<file path="src/rtl/unidad_control.sv">
// unidad_control: multi-cycle fetch/decode/execute controller for the 8-bit micro.
// It sequences FETCH -> DECODE -> (EXEC) -> WRITE / MEM / HALT. It drives the
// register-file write-data selector, the PC, the data-memory handshake and the ALU opcode.
module unidad_control #(
  parameter int unsigned MEM_TIMEOUT = 15,
  parameter logic [7:0]  RESET_PC    = 8'h00
) (
  input  logic        clk,
  input  logic        reset,
  input  logic [15:0] Instruccion,
  input  logic [7:0]  Resultado,
  input  logic        MemRdy,
  output logic [7:0]  PC,
  output logic [2:0]  SEL,
  output logic [2:0]  NUM,
  output logic [7:0]  Direccion,
  output logic [2:0]  AddrX,
  output logic [2:0]  AddrY,
  output logic [2:0]  ALU_OP,
  output logic        RegWr,
  output logic        MemRd,
  output logic        MemWr,
  output logic        Zero,
  output logic        Halted,
  output logic        BusErr,
  output logic        Illegal
);

  typedef enum logic [2:0] {
    S_FETCH  = 3'd0,
    S_DECODE = 3'd1,
    S_EXEC   = 3'd2,
    S_WRITE  = 3'd3,
    S_MEM    = 3'd4,
    S_HALT   = 3'd5
  } state_t;

  localparam logic [3:0] OP_NOP   = 4'h0;
  localparam logic [3:0] OP_LOAD  = 4'h1;
  localparam logic [3:0] OP_LDA   = 4'h2;
  localparam logic [3:0] OP_LDN   = 4'h3;
  localparam logic [3:0] OP_MOV   = 4'h4;
  localparam logic [3:0] OP_ALU   = 4'h5;
  localparam logic [3:0] OP_STORE = 4'h6;
  localparam logic [3:0] OP_JMP   = 4'h7;
  localparam logic [3:0] OP_JZ    = 4'h8;
  localparam logic [3:0] OP_HALT  = 4'hF;

  localparam logic [7:0] TIMEOUT_C = 8'(MEM_TIMEOUT);

  // Write-data selector code used by the register-writing opcodes in WRITE.
  function automatic logic [2:0] sel_for_op(input logic [3:0] op);
    case (op)
      OP_LDA:  sel_for_op = 3'd1;
      OP_LDN:  sel_for_op = 3'd2;
      OP_MOV:  sel_for_op = 3'd3;
      OP_ALU:  sel_for_op = 3'd4;
      default: sel_for_op = 3'd0;
    endcase
  endfunction

  state_t      state_r, state_s;
  logic [7:0]  pc_r, pc_s;
  logic [15:0] ir_r, ir_s;
  logic [7:0]  wait_cnt_r, wait_cnt_s;
  logic        zero_r, zero_s;
  logic        buserr_r, buserr_s;
  logic        illegal_r, illegal_s;
  logic        regwr_wr_r, memrd_r, memwr_r, halted_r;
  logic [2:0]  sel_r, alu_op_r;
  logic [3:0]  opcode_s;

  assign opcode_s  = ir_r[15:12];
  assign NUM       = ir_r[2:0];
  assign Direccion = ir_r[7:0];
  assign AddrX     = ir_r[11:9];
  assign AddrY     = ir_r[5:3];

  assign PC      = pc_r;
  assign Zero    = zero_r;
  assign BusErr  = buserr_r;
  assign Illegal = illegal_r;
  assign Halted  = halted_r;
  assign SEL     = sel_r;
  assign ALU_OP  = alu_op_r;
  assign MemRd   = memrd_r;
  assign MemWr   = memwr_r;
  // A LOAD writes the register file in the very cycle the memory acknowledges.
  assign RegWr   = regwr_wr_r | (memrd_r & MemRdy);

  // Next-state and datapath-register update rules for every controller state.
  always_comb begin
    state_s    = state_r;
    pc_s       = pc_r;
    ir_s       = ir_r;
    wait_cnt_s = wait_cnt_r;
    zero_s     = zero_r;
    buserr_s   = buserr_r;
    illegal_s  = illegal_r;
    case (state_r)
      S_FETCH: begin
        ir_s    = Instruccion;
        pc_s    = pc_r + 8'd1;
        state_s = S_DECODE;
      end
      S_DECODE: begin
        case (opcode_s)
          OP_NOP:                   state_s = S_FETCH;
          OP_LDA, OP_LDN, OP_MOV:   state_s = S_WRITE;
          OP_ALU:                   state_s = S_EXEC;
          OP_LOAD, OP_STORE: begin
            wait_cnt_s = 8'd0;
            state_s    = S_MEM;
          end
          OP_JMP: begin
            pc_s    = ir_r[7:0];
            state_s = S_FETCH;
          end
          OP_JZ: begin
            if (zero_r) begin
              pc_s = ir_r[7:0];
            end else begin
              pc_s = pc_r;
            end
            state_s = S_FETCH;
          end
          OP_HALT:                  state_s = S_HALT;
          default: begin
            // Undefined opcodes behave as NOP but leave a sticky trace.
            illegal_s = 1'b1;
            state_s   = S_FETCH;
          end
        endcase
      end
      S_EXEC: begin
        state_s = S_WRITE;
      end
      S_WRITE: begin
        if (opcode_s == OP_ALU) begin
          zero_s = (Resultado == 8'd0);
        end else begin
          zero_s = zero_r;
        end
        state_s = S_FETCH;
      end
      S_MEM: begin
        if (MemRdy) begin
          state_s = S_FETCH;
        end else begin
          wait_cnt_s = wait_cnt_r + 8'd1;
          if (wait_cnt_s == TIMEOUT_C) begin
            buserr_s = 1'b1;
            state_s  = S_FETCH;
          end else begin
            state_s  = S_MEM;
          end
        end
      end
      S_HALT: begin
        state_s = S_HALT;
      end
      default: begin
        state_s = S_FETCH;
      end
    endcase
  end

  // State, PC, IR, wait counter and sticky flag registers.
  always_ff @(posedge clk) begin
    if (reset) begin
      state_r    <= S_FETCH;
      pc_r       <= RESET_PC;
      ir_r       <= 16'h0000;
      wait_cnt_r <= 8'd0;
      zero_r     <= 1'b0;
      buserr_r   <= 1'b0;
      illegal_r  <= 1'b0;
    end else begin
      state_r    <= state_s;
      pc_r       <= pc_s;
      ir_r       <= ir_s;
      wait_cnt_r <= wait_cnt_s;
      zero_r     <= zero_s;
      buserr_r   <= buserr_s;
      illegal_r  <= illegal_s;
    end
  end

  // Strobes and selects are registered from the next state so they are glitch-free
  // and drop at the same edge that leaves MEM or applies reset.
  always_ff @(posedge clk) begin
    if (reset) begin
      regwr_wr_r <= 1'b0;
      memrd_r    <= 1'b0;
      memwr_r    <= 1'b0;
      halted_r   <= 1'b0;
      sel_r      <= 3'd0;
      alu_op_r   <= 3'd0;
    end else begin
      regwr_wr_r <= (state_s == S_WRITE);
      memrd_r    <= (state_s == S_MEM) && (opcode_s == OP_LOAD);
      memwr_r    <= (state_s == S_MEM) && (opcode_s == OP_STORE);
      halted_r   <= (state_s == S_HALT);
      sel_r      <= (state_s == S_WRITE) ? sel_for_op(opcode_s) : 3'd0;
      alu_op_r   <= ((state_s == S_EXEC) || (state_s == S_WRITE)) && (opcode_s == OP_ALU)
                    ? ir_r[2:0] : 3'd0;
    end
  end

endmodule

</file>
<file path="config.mk">
export PLATFORM = sky130hd
export DESIGN_NAME = unidad_control
export DESIGN_NICKNAME = d
export VERILOG_FILES = /design/src/rtl/unidad_control.sv
export SDC_FILE = /design/constraint.sdc
export NUM_CORES = 1
export LEC_CHECK = 0
export ABC_CLOCK_PERIOD_IN_PS = 4700
export CELL_PAD_IN_SITES_DETAIL_PLACEMENT = 1
export CELL_PAD_IN_SITES_GLOBAL_PLACEMENT = 1
export CORE_UTILIZATION = 39
export CTS_BUF_LIST = sky130_fd_sc_hd__clkbuf_8
export CTS_CLUSTER_SIZE = 25
export DETAILED_ROUTE_END_ITERATION = 8
export HOLD_SLACK_MARGIN = 0.06
export PLACE_DENSITY = 0.89
export SYNTH_ARGS = -nofsm -noshare
export SYNTH_HDL_FRONTEND = slang
export SYNTH_SLANG_ARGS = --single-unit
</file>
<file path="constraint.sdc">
create_clock -name clk -period 4.7 [get_ports clk]
set_input_delay 0.47 -clock clk [delete_from_list [all_inputs] [get_ports clk]]
set_output_delay 0.47 -clock clk [all_outputs]
set_load 0.1 [all_outputs]
</file>
==> results of run 1 <==
## power by group
group | internal, mW | switching, mW | leakage, nW
logic | 0.202 | 0.568 | 0.625
registers | 0.450 | 0.0833 | 0.383
clock network | 0.154 | 0.136 | 0.0554
## path summary, 6_finish.rpt
kind	slack (ns)	to	cells after the start	from
worst max-delay path	1.95	RegWr	3	MemRdy
worst max register to register	2.63	PC[3]$_SDFFE_PP0P_	4	ir_r[12]$_SDFFE_PP0N_
worst min-delay path	0.47	ir_r[11]$_SDFFE_PP0N_	2	ir_r[11]$_SDFFE_PP0N_
worst min register to register	0.47	ir_r[11]$_SDFFE_PP0N_	2	ir_r[11]$_SDFFE_PP0N_
## sequential cells by signal (all words and copies together), names as in the netlist
signal      flops
ir_r           15
PC              8
wait_cnt_r      8
ALU_OP          3
SEL             3
state_r         3
BusErr          1
Halted          1
Illegal         1
MemRd           1
MemWr           1
Zero            1
regwr_wr_r      1
## logic make-up (layout without fill, tap and decap cells)
group           Yosys count  after routing  share of synthesized area [%]
simple gates            123            123                           26.6
compound gates           81             81                           22.1
buf+inv                  48             81                           10.7
flops                    47             47                           38.3
fa+ha+maj                 3              3                           1.53
xor+xnor                  1              1                          0.357
mux                       1              1                          0.408
## routing by layer
layer / share of wire, % / wire length (µm)
met1: 45 / 3010
met2: 49 / 3310
met3: 4.8 / 323
met4: 1.6 / 108
met5: 0 / 0
## layout by cell type (no fill, tap or decap), drive strengths merged, types with 2 or more instances in the layout
cell / n
nor2: 11
clkbuf: 5
nand4: 5
and3: 2
a311oi: 7
dfxtp: 47
nand3b: 8
a21oi: 30
nor3b: 2
o21ai: 8
nand2: 48
ha: 3
a211o: 3
inv: 8
o32ai: 2
a41o: 2
o31ai: 4
a31oi: 8
and2: 3
or4: 2
clkdlybuf4s50: 63
nor4: 8
o211ai: 4
or3: 2
buf: 3
nand2b: 3
nor3: 4
nor2b: 2
or3b: 3
a41oi: 3
or4b: 2
nand3: 12
## metrics by stage
stage               util [%]  hold WS [ns]  instance area [µm²]
floorplan                  -         0.437                 2450
global placement        49.6         0.442                 2970
detailed placement      49.6         0.452                 2970
CTS                     51.4         0.466                 3080
global route            51.4         0.488                 3080
finish                  51.4         0.466                 3080
## area by class of cell
class | count | area, µm² | share of cell area, %
sequential | 47 | 941 | 30.6
clock inverter | 2 | 33.8 | 1.10
clock buffer | 5 | 68.8 | 2.24
timing repair buffer | 66 | 653 | 21.2
multi-input combinational | 209 | 1260 | 40.8
tap | 75 | 93.8 | 3.05
inverter | 8 | 30.0 | 0.976
## worst max-delay path, stage by stage
cell and delay [ns]:
clkdlybuf4s50_1 0.55, a21o_1 0.13, clkdlybuf4s50_1 1.12
==> flow_summary.yaml, run 1 <==
sta:
  finalWorstSetupSlack_ns: 1.95
  drv_slew: 0
  fin_crit_sh_pct: 58.4
  setup_viol: 0
  slew_headroom_pct: 28.3
  min_period_ns: 2.75
  rsz0062_at_grt: "false"
  worst_clock_skew_ns: 0.0180
  hold_violations: 0
  fmax_mhz: 364
  max_slew.worst_pin.slew_ns: 1.07
  tns_ns: 0
floorplan:
  rows: 28
  num_io_pins: 65
  start_util_pct: 41.0
  die-area_um2: 6620
  coreArea_um2: 5990
  die_w_um: 81.3
  die_h_um: 81.3
final_layout:
  final_cells: 412
  drive_gt1_share_pct: 5.04
  fill_cells: 720
  nets: 367
  area_growth_pct: 25.3
  antenna_cells: 0
global_route:
  met1_usage_pct: 27.4
  grt_use_total_pct: 22.1
  grt_use_met2_pct: 37.6
  grt-ovfl-total: 0
  grt_pass1_wl_mm: 11.2
  antenna_found_initial: 0
  grt_max_degree: 24
  grt_pass1_vias: 2340
  grt.busiest_layer: "met2"
  grt_util_met3_pct: 5.06
clock_network:
  cts.sinks: 47
  cts-root-buf: "clkbuf_8"
  cts_tree: "done"
  clock_latency_ns: 0.30
  hold_buffers: 0
  cts_max_level: 2
  path_clk_slew_ns: 0.09
  cts_max_path_buffers: 2
  cts_made_buffers: 5
  cts_setup_buffers: 0
  cts_resized: 0
setup_path:
  critPathLaunchType: "primary input"
  crit_fanout: 3
  cp-end-kind: "primary output"
  crit_arrival_ns: 2.28
  crit_required_ns: 4.23
  worstSetupPathType: "in -> out"
hold_path:
  min_path_type: "reg -> reg"
power:
  power_mw: 1.59
  power.density_nw_per_um2: 518
  ir_worst_vdd_v: 0.000328
  power_leakage_nw: 1.06
synth:
  synthDistinctLibCells: 54
  ys_warn_count: 0
  synth_edf_count: 0
  ys_ff_latch: 47
  synth_common_cells: "nand2_1, dfxtp_1, a21oi_1"
  synthArstFlopShare_pct: 0
  synth.most_common_cell: "nand2_1"
  synth_nets: 334
  yosys-top-cells-area: "dfxtp_1, nand2_1, a21oi_1, buf_4, a311oi_1"
  synthFlopType: "dfxtp_1"
  synth_top_area_share_pct: 38.3
  synth_area_per_cell_um2: 8.08
  netlist_instances: 304
  synth_area_um2: 2450
  ys_seq_area_share_pct: 38.3
  synth.largest_area_cell: "dfxtp_1"
placed_design:
  placed_cells: 405
  pre_cts_ws_ns: 1.95
  port_buffers: 63
  gp_congestion: 0.799
  dp_hpwl_mm: 4.66
route:
  wl_per_cell_um: 16.4
  ant_nets: 0
  route.detailed.drc: 0
  firstDrtPassIters: 4
  wl_mm: 6.75
  routed_via_density: 5.77
  drt_iter0_markers: 58
  vias: 2379
job:
  maxCapViolCount: 0
outcome:
  outcome: "completed"
Power figures use the tool's default switching activity.
==> inputs of run 2 (changes only) <==
==> config.mk (replaced) <==
export PLATFORM = sky130hd
export DESIGN_NAME = unidad_control
export DESIGN_NICKNAME = d
export VERILOG_FILES = /design/src/rtl/unidad_control.sv
export SDC_FILE = /design/constraint.sdc
export NUM_CORES = 1
export LEC_CHECK = 0
export ABC_CLOCK_PERIOD_IN_PS = 2400
export CELL_PAD_IN_SITES_DETAIL_PLACEMENT = 1
export CELL_PAD_IN_SITES_GLOBAL_PLACEMENT = 1
export CORE_UTILIZATION = 33
export CTS_BUF_LIST = sky130_fd_sc_hd__clkbuf_8
export CTS_CLUSTER_SIZE = 25
export DETAILED_ROUTE_END_ITERATION = 8
export HOLD_SLACK_MARGIN = 0.06
export PLACE_DENSITY = 0.81
export SYNTH_ARGS = -nofsm -noshare
export SYNTH_HDL_FRONTEND = slang
export SYNTH_SLANG_ARGS = --single-unit
==> constraint.sdc (replaced) <==
create_clock -name clk -period 2.4 [get_ports clk]
set_input_delay 0.24 -clock clk [delete_from_list [all_inputs] [get_ports clk]]
set_output_delay 0.24 -clock clk [all_outputs]
set_load 0.1 [all_outputs]
==> run 2 against run 1 <==
  * Critical path depth up 1
  * Non-clock buffer count up 5
  * Core utilization decreased by 9.3 points
  * Total power is 90% higher
  * Cell count rose by 7.3%
  * Die area is 18% higher
  * Clock-buffer cell count stayed put
  * First-iteration DRC count up 66%
  * Combinational power increased by 97%
  * Design area down 1.5%
  * Register-to-register slack got worse by 2.2 ns
  * Clock power increased by 60%
  * Largest power group unchanged
==> flow_summary.yaml, run 2 (synthesis gave the netlist of run 1 again) <==
outcome:
  outcome: "completed"
power:
  internal-power_mw: 1.48
  p_comb_share_pct: 50.3
  power_leakage_nw: 1.15
  switchingPower_mw: 1.55
  swShare_pct: 51.2
  seqPwrFrac_pct: 34.2
  ir_worst_vdd_v: 0.000421
  clkPwrFrac_pct: 15.4
  power.density_nw_per_um2: 999
setup_path:
  ff2ff_path_depth: 4
  crit_arrival_ns: 2.19
  worst_r2r_startpoint: "ir_r[14]$_SDFFE_PP0N_"
  crit_fanout: 15
  critPathLaunchType: "register"
  rr_endpoint: "SEL[1]$_SDFF_PP0_"
  critical_path.startpoint: "ir_r[14]$_SDFFE_PP0N_"
  crit_required_ns: 2.60
  ff2ff_setup_slack_ns: 0.41
  worstSetupPathType: "reg -> reg"
  cp-end-kind: "register"
  endpoint: "SEL[1]$_SDFF_PP0_"
job:
  maxCapViolCount: 0
sta:
  rsz0062_at_grt: "false"
  max_slew.worst_pin.slew_ns: 0.610
  slew_headroom_pct: 59.2
  fin_crit_sh_pct: 82.8
  drv_slew: 0
  tns_ns: 0
  worst_clock_skew_ns: 0.0127
  hold_violations: 0
  fmax_mhz: 503
  setup_viol: 0
  min_period_ns: 1.99
clock_network:
  cts-root-buf: "clkbuf_8"
  cts.sinks: 47
  hold_buffers: 0
  cts_resized: 0
  cts_made_buffers: 5
  cts_max_level: 2
  cts_setup_buffers: 0
  cts_max_path_buffers: 2
  cts_tree: "done"
  path_clk_slew_ns: 0.08
  clock_latency_ns: 0.31
final_layout:
  final_common_cell: "nand2_1"
  mostFrequentLayoutCells: "nand2_1, dfxtp_1, buf_4"
  design_area_um2: 3030
  fin_util_pct: 42.0
  regMostFlops: "ir_r"
  drive_gt1_share_pct: 17.8
  antenna_cells: 0
  largest_reg_flops: 15
  nets: 372
  area_growth_pct: 23.5
floorplan:
  num_io_pins: 65
  die_w_um: 88.3
  die-area_um2: 7790
  die_h_um: 88.3
  rows: 31
  start_util_pct: 34.0
  coreArea_um2: 7210
global_route:
  grt_use_total_pct: 18.3
  grt_pass1_vias: 2214
  grt_pass1_wl_mm: 11.0
  grt_max_degree: 29
  antenna_found_initial: 0
  grt-ovfl-total: 0
hold_path:
  min_path_type: "reg -> reg"
placed_design:
  placed_cell_area_um2: 2950
  port_buffers: 63
  dp_hpwl_mm: 4.87
  gp_congestion: 0.844
route:
  route.detailed.drc: 0
  drt_iter0_markers: 96
  firstDrtPassIters: 4
  vias: 2374
  wl_per_cell_um: 15.3
  ant_nets: 0
  wl_mm: 6.77
  routed_via_density: 5.37
-- run 2: power by group through the flow --
stage | Clock, mW | Combinational, mW | Sequential, mW
after floorplan | 0 | 1.06 | 1.22
after global placement | 0 | 1.50 | 1.04
after detailed placement | 0 | 1.53 | 1.05
after CTS | 0.490 | 1.53 | 1.03
after global routing | 0.520 | 1.62 | 1.05
final | 0.467 | 1.52 | 1.04
-- run 2: layer usage --
layer / track usage [%] / wire length (µm)
met1: 24.8 / 3180
met2: 29.1 / 3200
met3: 3.45 / 279
met4: 6.60 / 105
met5: 0 / 0
-- run 2: worst max-delay path, stage by stage (launching register included) --
cell and delay [ns]:
dfxtp_1 0.60, or3b_2 0.50, a21oi_1 0.19, o2111ai_1 0.26
a211oi_1 0.33
-- run 2: layout make-up --
class / count / area [µm²]
clock buffers: 5 / 68.8
clock inverters: 3 / 16.3
fillers: 900 / 4180
inverters: 8 / 30.0
multi-input cells: 209 / 1260
flip-flops and latches: 47 / 941
well taps: 99 / 124
repair buffers: 71 / 596
-- run 2: worst min-delay path by stage --
stage                     startpoint                     to  slack [ns]  cells after the start
2_1_floorplan        Instruccion[10]  ir_r[10]$_SDFFE_PP0N_        0.38                      2
3_3_place_gp   ir_r[11]$_SDFFE_PP0N_  ir_r[11]$_SDFFE_PP0N_        0.45                      2
3_5_place_dp   ir_r[11]$_SDFFE_PP0N_  ir_r[11]$_SDFFE_PP0N_        0.46                      2
4_1_cts               Instruccion[4]   ir_r[4]$_SDFFE_PP0N_        0.46                      3
5_1_grt               Instruccion[0]   ir_r[0]$_SDFFE_PP0N_        0.48                      3
6_report        ir_r[9]$_SDFFE_PP0N_   ir_r[9]$_SDFFE_PP0N_        0.46                      2
-- run 2: through the flow --
step                total power [mW]  std cells  setup WS [ns]  hold slack [ns]
global placement                2.54        434          0.361            0.448
CTS                             3.06        442          0.436            0.460
floorplan                       2.28        304          0.324            0.376
finish                          3.03        442          0.413            0.464
detailed placement              2.58        434          0.310            0.457
global route                    3.19        442          0.248            0.477
